### config.mk
export PLATFORM = sky130hd
export DESIGN_NAME = pulse_spacer
export DESIGN_NICKNAME = d
export VERILOG_FILES = /design/src/rtl/pulse_spacer.sv
export SDC_FILE = /design/constraint.sdc
export NUM_CORES = 1
export LEC_CHECK = 0
export CAP_MARGIN = 25
export CORE_AREA = 2 2 39 41
export CTS_BUF_LIST = sky130_fd_sc_hd__clkbuf_8
export CTS_CLUSTER_SIZE = 30
export DETAILED_ROUTE_END_ITERATION = 12
export DIE_AREA = 0 0 41 43
export PLACE_DENSITY = 0.82
export SYNTH_ARGS = -nofsm -noshare
export SYNTH_HDL_FRONTEND = slang
export SYNTH_SLANG_ARGS = --single-unit
export TNS_END_PERCENT = 5
### constraint.sdc
create_clock -name aclk -period 2.05 [get_ports aclk]
set_input_delay 0.41 -clock aclk [delete_from_list [all_inputs] [get_ports aclk]]
set_output_delay 0.41 -clock aclk [all_outputs]
set_load 0.02 [all_outputs]
### src/rtl/pulse_spacer.sv
// Pulse rate shaper: buffers single-cycle input pulses and re-emits them at least GAP cycles apart.
// Optional macro PULSE_SPACER_STICKY_OVF_EN makes overflow_o sticky (cleared by clr_ovf_i).
module pulse_spacer #(
    parameter int GAP   = 4,
    parameter int CNT_W = 4
) (
    input  logic             aclk,
    input  logic             arst,
    input  logic             pulse_i,
    input  logic             clr_ovf_i,
    output logic             pulse_o,
    output logic [CNT_W-1:0] pending_o,
    output logic             busy_o,
    output logic             overflow_o
);

    typedef enum logic [1:0] {
        IDLE = 2'd0,
        EMIT = 2'd1,
        WAIT = 2'd2
    } state_t;

    localparam int             GW       = $clog2(GAP);
    localparam logic [GW-1:0]  GAP_LOAD = GW'(GAP - 2);
    localparam logic [CNT_W:0] MAX      = {1'b0, {CNT_W{1'b1}}};

    state_t           state_q, state_d;
    logic [CNT_W-1:0] pend_q, pend_d;
    logic [GW-1:0]    gap_q, gap_d;
    logic             ovf_q, ovf_d;

    logic [CNT_W:0]   total;
    logic [CNT_W:0]   cand;
    logic             slot;
    logic             launch;
    logic             drop;

    always_comb begin
        total  = {1'b0, pend_q} + {{CNT_W{1'b0}}, pulse_i};
        // A launch can happen from IDLE or on the final WAIT cycle, so a
        // continuous backlog is emitted exactly GAP cycles apart.
        slot   = (state_q == IDLE) || ((state_q == WAIT) && (gap_q == '0));
        launch = slot && (total != '0);
        cand   = launch ? (total - (CNT_W+1)'(1)) : total;
        drop   = (cand > MAX);
        pend_d = drop ? MAX[CNT_W-1:0] : cand[CNT_W-1:0];
    end

    always_comb begin
        state_d = state_q;
        gap_d   = gap_q;
        case (state_q)
            IDLE: begin
                if (launch) state_d = EMIT;
            end
            EMIT: begin
                state_d = WAIT;
                gap_d   = GAP_LOAD;
            end
            WAIT: begin
                if (gap_q == '0) state_d = launch ? EMIT : IDLE;
                else             gap_d   = gap_q - GW'(1);
            end
            default: state_d = IDLE;
        endcase
    end

`ifdef PULSE_SPACER_STICKY_OVF_EN
    // Set has priority over clear so a drop is never hidden.
    always_comb ovf_d = drop | (ovf_q & ~clr_ovf_i);
`else
    logic unused_clr;
    assign unused_clr = clr_ovf_i;
    always_comb ovf_d = drop;
`endif

    always_ff @(posedge aclk or posedge arst) begin
        if (arst) begin
            state_q <= IDLE;
            pend_q  <= '0;
            gap_q   <= '0;
            ovf_q   <= 1'b0;
        end else begin
            state_q <= state_d;
            pend_q  <= pend_d;
            gap_q   <= gap_d;
            ovf_q   <= ovf_d;
        end
    end

    assign pulse_o    = (state_q == EMIT);
    assign pending_o  = pend_q;
    assign busy_o     = (state_q != IDLE) || (pend_q != '0);
    assign overflow_o = ovf_q;

endmodule

### Word-level counts from Yosys, hierarchy flattened

Cells that the tools add are included.

| operators by class | value |
|---|---|
| $add $sub $neg | 3 |
| reductions and logical operators | 12 |
| $lt $le $gt $ge | 1 |
| mux-type cells | 8 |
| equal/unequal tests | 5 |

Operator list:

| kind | number |
|---|---|
| $mux 2 | 3 |
| $pmux 2 s3 | 1 |
| $add 4x1->5 | 1 |
| $gt 5x4->1 const B | 1 |
| $mux 5 | 1 |
| $reduce_bool 5->1 | 1 |
| $sub 5x1->5 const B | 1 |
| $logic_not 2->1 | 2 |
| $mux 4 | 1 |
| $ne 2x2->1 const B | 2 |
| $pmux 2 s2 | 1 |
| $reduce_and 2->1 | 2 |
| $reduce_bool 2->1 | 2 |
| $reduce_bool 4->1 | 1 |
| $eq 2x1->1 const B | 1 |
| $eq 2x2->1 const B | 1 |
| $logic_and 1x1->1 | 2 |
| $logic_or 1x1->1 | 2 |
| $ne 2x1->1 const B | 1 |
| $sub 2x1->2 const B | 1 |
| $mux 1 | 1 |

| word-level totals | value |
|---|---|
| input bits | 4 |
| bits in registers | 9 |
| word-level logic and storage cells | 33 |

### Longest topological paths before layout

| depth | value |
|---|---|
| depth after elaboration | 7 |
| gate-level depth with buffers | 8 |
| depth with buffers taken out | 8 |

### Least setup slack after synthesis

Ideal clock, no wire load.

| timing | value |
|---|---|
| path type | reg-to-reg |
| start point | register pend_q[0] (netlist: pending_o[0]) |
| end point | register pend_q[0] (netlist: pending_o[0]) |
| path buffers | 0 |
| slack | 0.076 ns |
| clock period less this slack | 1.974 ns |
| data required time | 1.924 ns |
| cell stages (with the launch flop) | 9 |
| arrival | 1.848 ns |
| cells stage by stage | dfrtp_1 > ha_1 > ha_1 > inv_1 > ha_1 > nand2b_1 > o311ai_1 > or3_1 > nand3_1 |

| between the ends | value |
|---|---|
| cells in the longest elaborated chain, start to end | 6 |

RTL lines:

| what | line | RTL |
|---|---|---|
| start, declared | 28 | `logic [CNT_W-1:0] pend_q, pend_d;` |
| start signal, assigned | 85 | `pend_q <= pend_d;` |
| $add 4x1->5 (*) | 39 | `total = {1'b0, pend_q} + {{CNT_W{1'b0}}, pulse_i};` |
| branches (longest 2 deep; another with $sub 5x1->5) | -- |  |
| $mux 5 (*) | 44 | `cand = launch ? (total - (CNT_W+1)'(1)) : total;` |
| $gt 5x4->1 | 45 | `drop = (cand > MAX);` |
| $mux 4 (*) | 46 | `pend_d = drop ? MAX[CNT_W-1:0] : cand[CNT_W-1:0];` |
| via pend_d[0] | 28 |  |

Mark *: on every way through the listed nets, which the timed path passes.
A chain may end at the register's enable or synchronous reset.

### Worst setup path after layout

| timing | value |
|---|---|
| start point | input pulse_i |
| end point | register pend_q[2] (netlist: pending_o[2]) |

| between the ends | value |
|---|---|
| cells in the longest elaborated chain, start to end | 6 |

RTL lines:

| what | line | RTL |
|---|---|---|
| start, declared | 9 | `input logic pulse_i,` |
| $add 4x1->5 (*) | 39 |  |
| branches (longest 2 deep; another with $sub 5x1->5) | -- |  |
| $mux 5 (*) | 44 |  |
| $gt 5x4->1 | 45 |  |
| $mux 4 (*) | 46 |  |
| via pend_d[2] | 28 |  |

Marks and branches as above.

==> results.txt <==
Status: completed
Dpl hpwl: 1010 um
Hold buffers post-CTS: 0
Non-Filler Instances: 104
Largest family of logic cells by synthesized area: simple AND/OR/NAND/NOR gates
Fin nets: 97
GP Congestion: 0.847
CP endpoint kind: flip-flop
Register area share after synthesis: 34.9%
Power Dens Cells: 1800 nW/um^2
Reg2Reg Depth: 8
Fill cells: 117
Top_reg_cell synth: dfrtp_1
CTS tree: yes
Library cells used by synthesis: 32
VDD IR max: 947 uV
Vias in the first global route: 540
Count of buffers from port buffering: 9
Internal: 0.920 mW
Initial antenna violation count: 0
Compound-Gate Fraction of Synth Area: 17.4%
Full die area: 1760 um^2
Met3 Use GR: 7.85%
Fmax: 498 MHz
RSZ-0062 raised after global routing: true
Max_cap viols: 0
Initial Util: 46.7%
Sequential Power Share: 23.0%
Ys Warns: 0
Ys async rst share: 100%
Least-Margin Pin Slew: 0.336 ns
Clock tree buffer depth: 2
Hold Crit Class: in2async
Diode count: 0
Adder-cell share of the synthesized area: 7.75%
Syn avg cell area: 9.22 um^2
Hold Fails Final Rpt: 0
Reg-to-reg critical path endpoint: pending_o[0]$_DFF_PP0_
Multiplexer share of the synthesized area: 6.40%
Total CTS buffers: 3
Routing usage on met2: 29.4%
EDFF count, synth: 0
Crit path time final: 2.01 ns
Total Routing Usage GR: 18.1%
Die height: 43 um
Final setup fails: 0
Psw: 0.682 mW
Clk_lat worst skew: 0.23 ns
Final ANT Viol Nets: 0
Total nets after synthesis: 78
Root cell of the clock tree: clkbuf_8
Global-route wire length before repair: 2140 um
Placed Cells: 100
I/O pin count: 11
Overflow after GRT: 0
Top cells by area, synth: dfrtp_1 35%, ha_1 7.8%, mux2i_1 4.7%
Via count: 561
R2R Setup Slk: 0.23 ns
Switching Fraction: 42.6%
Mapped Area: 646 um^2
Routed wire length per instance: 13.2 um
GR met1 Demand/Resource: 20.9%
CTS clock-pin slew for the worst setup and hold paths: 0.05 ns
Die width: 41 um
Placeable Area: 1380 um^2
Critical path type: in2reg
Pwr Total: 1.60 mW
Clock power share: 12.2%
Part of the power in combinational logic: 64.8%
CP Launch Type: primary input
Largest net degree at the start of global routing: 11
Worst rel slew slack: 77.5%
WP data required: 2.19 ns
Top cell type's share of synthesized area: 34.9%
Grt peak-use layer: met2
Via-to-Cell Ratio: 5.39
TritonRoute pass-1 iters: 4
Final Cycle Share: 98.0%
Worst Skew: 0.00767 ns
Most frequent CP cell: ha_4
Area grow syn2layout: 38.2%
Max incr delay on CP: 0.47 ns
Crit-path slowest cell: clkdlybuf4s50_1
Leak: 0.413 nW
CP Data Arrival Time: 2.15 ns
Area leader, netlist: dfrtp_1
Layout cell share with drive strength beyond 1: 29.5%
Fraction of the mapped netlist area in simple logic gates: 20.7%
Slew Limit Fails: 0
Multi-input logic area: 424 um^2
DRT Wirelength: 1370 um
Site Rows: 14
Iteration-0 DRC Markers: 7
Worst-path cell chain: clkdlybuf4s50_1, ha_2, ha_4, inv_2, ha_4, and3_4, nand3_2, a22o_1, mux2i_1
Gate Count Post-Synth: 70
RR Startpoint: pending_o[0]$_DFF_PP0_
XOR/XNOR share of the synthesized area: 2.71%
Reg area: 226 um^2
Sink Count: 9
H-tree Lvls: 1
Maximum fanout along the worst path: 4
Register bit count reported by yosys: 9
DR DRC count: 0
==> state kept, by name, indices dropped and copies added, names as in the netlist <==
name / count
overflow_o: 1
state_q: 2
pending_o: 4
gap_q: 2
==> cell usage in the layout, fill, tap and decap left out, drive strengths merged, types with 4 or more instances in the layout <==
cell / instances
nor2: 7
o21ai: 5
buf: 7
inv: 10
ha: 4
clkdlybuf4s50: 9
dfrtp: 9
==> cells by family (layout without fill, tap and decap cells) <==
kind of cell	Yosys count	in the layout
adder cells (fa/ha/maj)	4	4
multiplexers	4	4
XOR/XNOR	2	2
AND/OR/NAND/NOR	24	24
AO/OA/AOI/OAI	16	16
flip-flops	9	9
buffers and inverters	11	29
==> layout make-up <==
| class | count | share of cell area (%) |
|---|---|---|
| Multi-Input combinational cell | 50 | 47.5 |
| Sequential cell | 9 | 25.4 |
| Timing Repair Buffer | 16 | 16.0 |
| Clock buffer | 3 | 4.63 |
| Inverter | 9 | 3.79 |
| Tap cell | 16 | 2.24 |
| Clock inverter | 1 | 0.421 |
==> through the flow <==
stage	hold WS, ns	TNS (ns)	instance area, um^2	utilization [%]	setup slack [ns]
floorplan	0.238	0	646	-	0.0762
global placement	0.508	-1.18	777	56.1	-0.295
detailed placement	0.542	-1.44	777	56.1	-0.331
CTS	0.446	0	865	62.5	0.00486
global route	0.454	-0.0304	892	64.5	-0.0293
finish	0.432	0	892	64.5	0.0404
==> repair_timing <==
action	4_1_cts	5_1_grt
setup buffers	0	0
endpoints found under the hold margin	0	0
gates resized for setup	7	5
endpoints found under the setup margin	4	5
pin swaps	3	0
==> cell usage after synthesis, drive strengths merged, types with 2 or more instances <==
library cell  instances
nor2                  7
a21oi                 3
inv                   9
o211ai                2
o21ai                 5
dfrtp                 9
mux2i                 3
xor2                  2
nand3                 3
nand2b                2
buf                   2
and3                  3
a21boi                2
nand2                 3
ha                    4
==> worst max-delay path, delay by kind of cell <==
family	cells	cell delay, ns
buffers and inverters	2	0.53
AO/OA/AOI/OAI	1	0.20
multiplexers	1	0.16
adder cells (fa/ha/maj)	3	0.55
AND/OR/NAND/NOR	2	0.30
==> worst max path at each step <==
stage | startpoint | cells past startpoint | slack (ns) | to
2_1_floorplan | pending_o[0]$_DFF_PP0_ | 8 | 0.08 | pending_o[0]$_DFF_PP0_
3_3_place_gp | pulse_i | 9 | -0.29 | pending_o[0]$_DFF_PP0_
3_5_place_dp | pulse_i | 9 | -0.33 | pending_o[0]$_DFF_PP0_
4_1_cts | pulse_i | 9 | 0.005 | pending_o[0]$_DFF_PP0_
5_1_grt | pulse_i | 9 | -0.03 | pending_o[2]$_DFF_PP0_
6_report | pulse_i | 9 | 0.04 | pending_o[2]$_DFF_PP0_
==> metal layers <==
metal / vias to the layer above / part of all wire [%]
met3: 0 / 3.4
met5: - / 0
li1: 283 / -
met1: 267 / 46
met4: 0 / 0
met2: 11 / 51
==> power groups by stage <==
stage                     Clock, mW  Combinational [mW]  Sequential, mW
final                         0.195                1.04           0.369
after global routing          0.213                1.13           0.378
after CTS                     0.199                1.01           0.349
after detailed placement          0               0.892           0.351
after global placement            0               0.859           0.344
after floorplan                   0               0.556           0.397
Note: power is estimated with default switching activity, not from simulation.
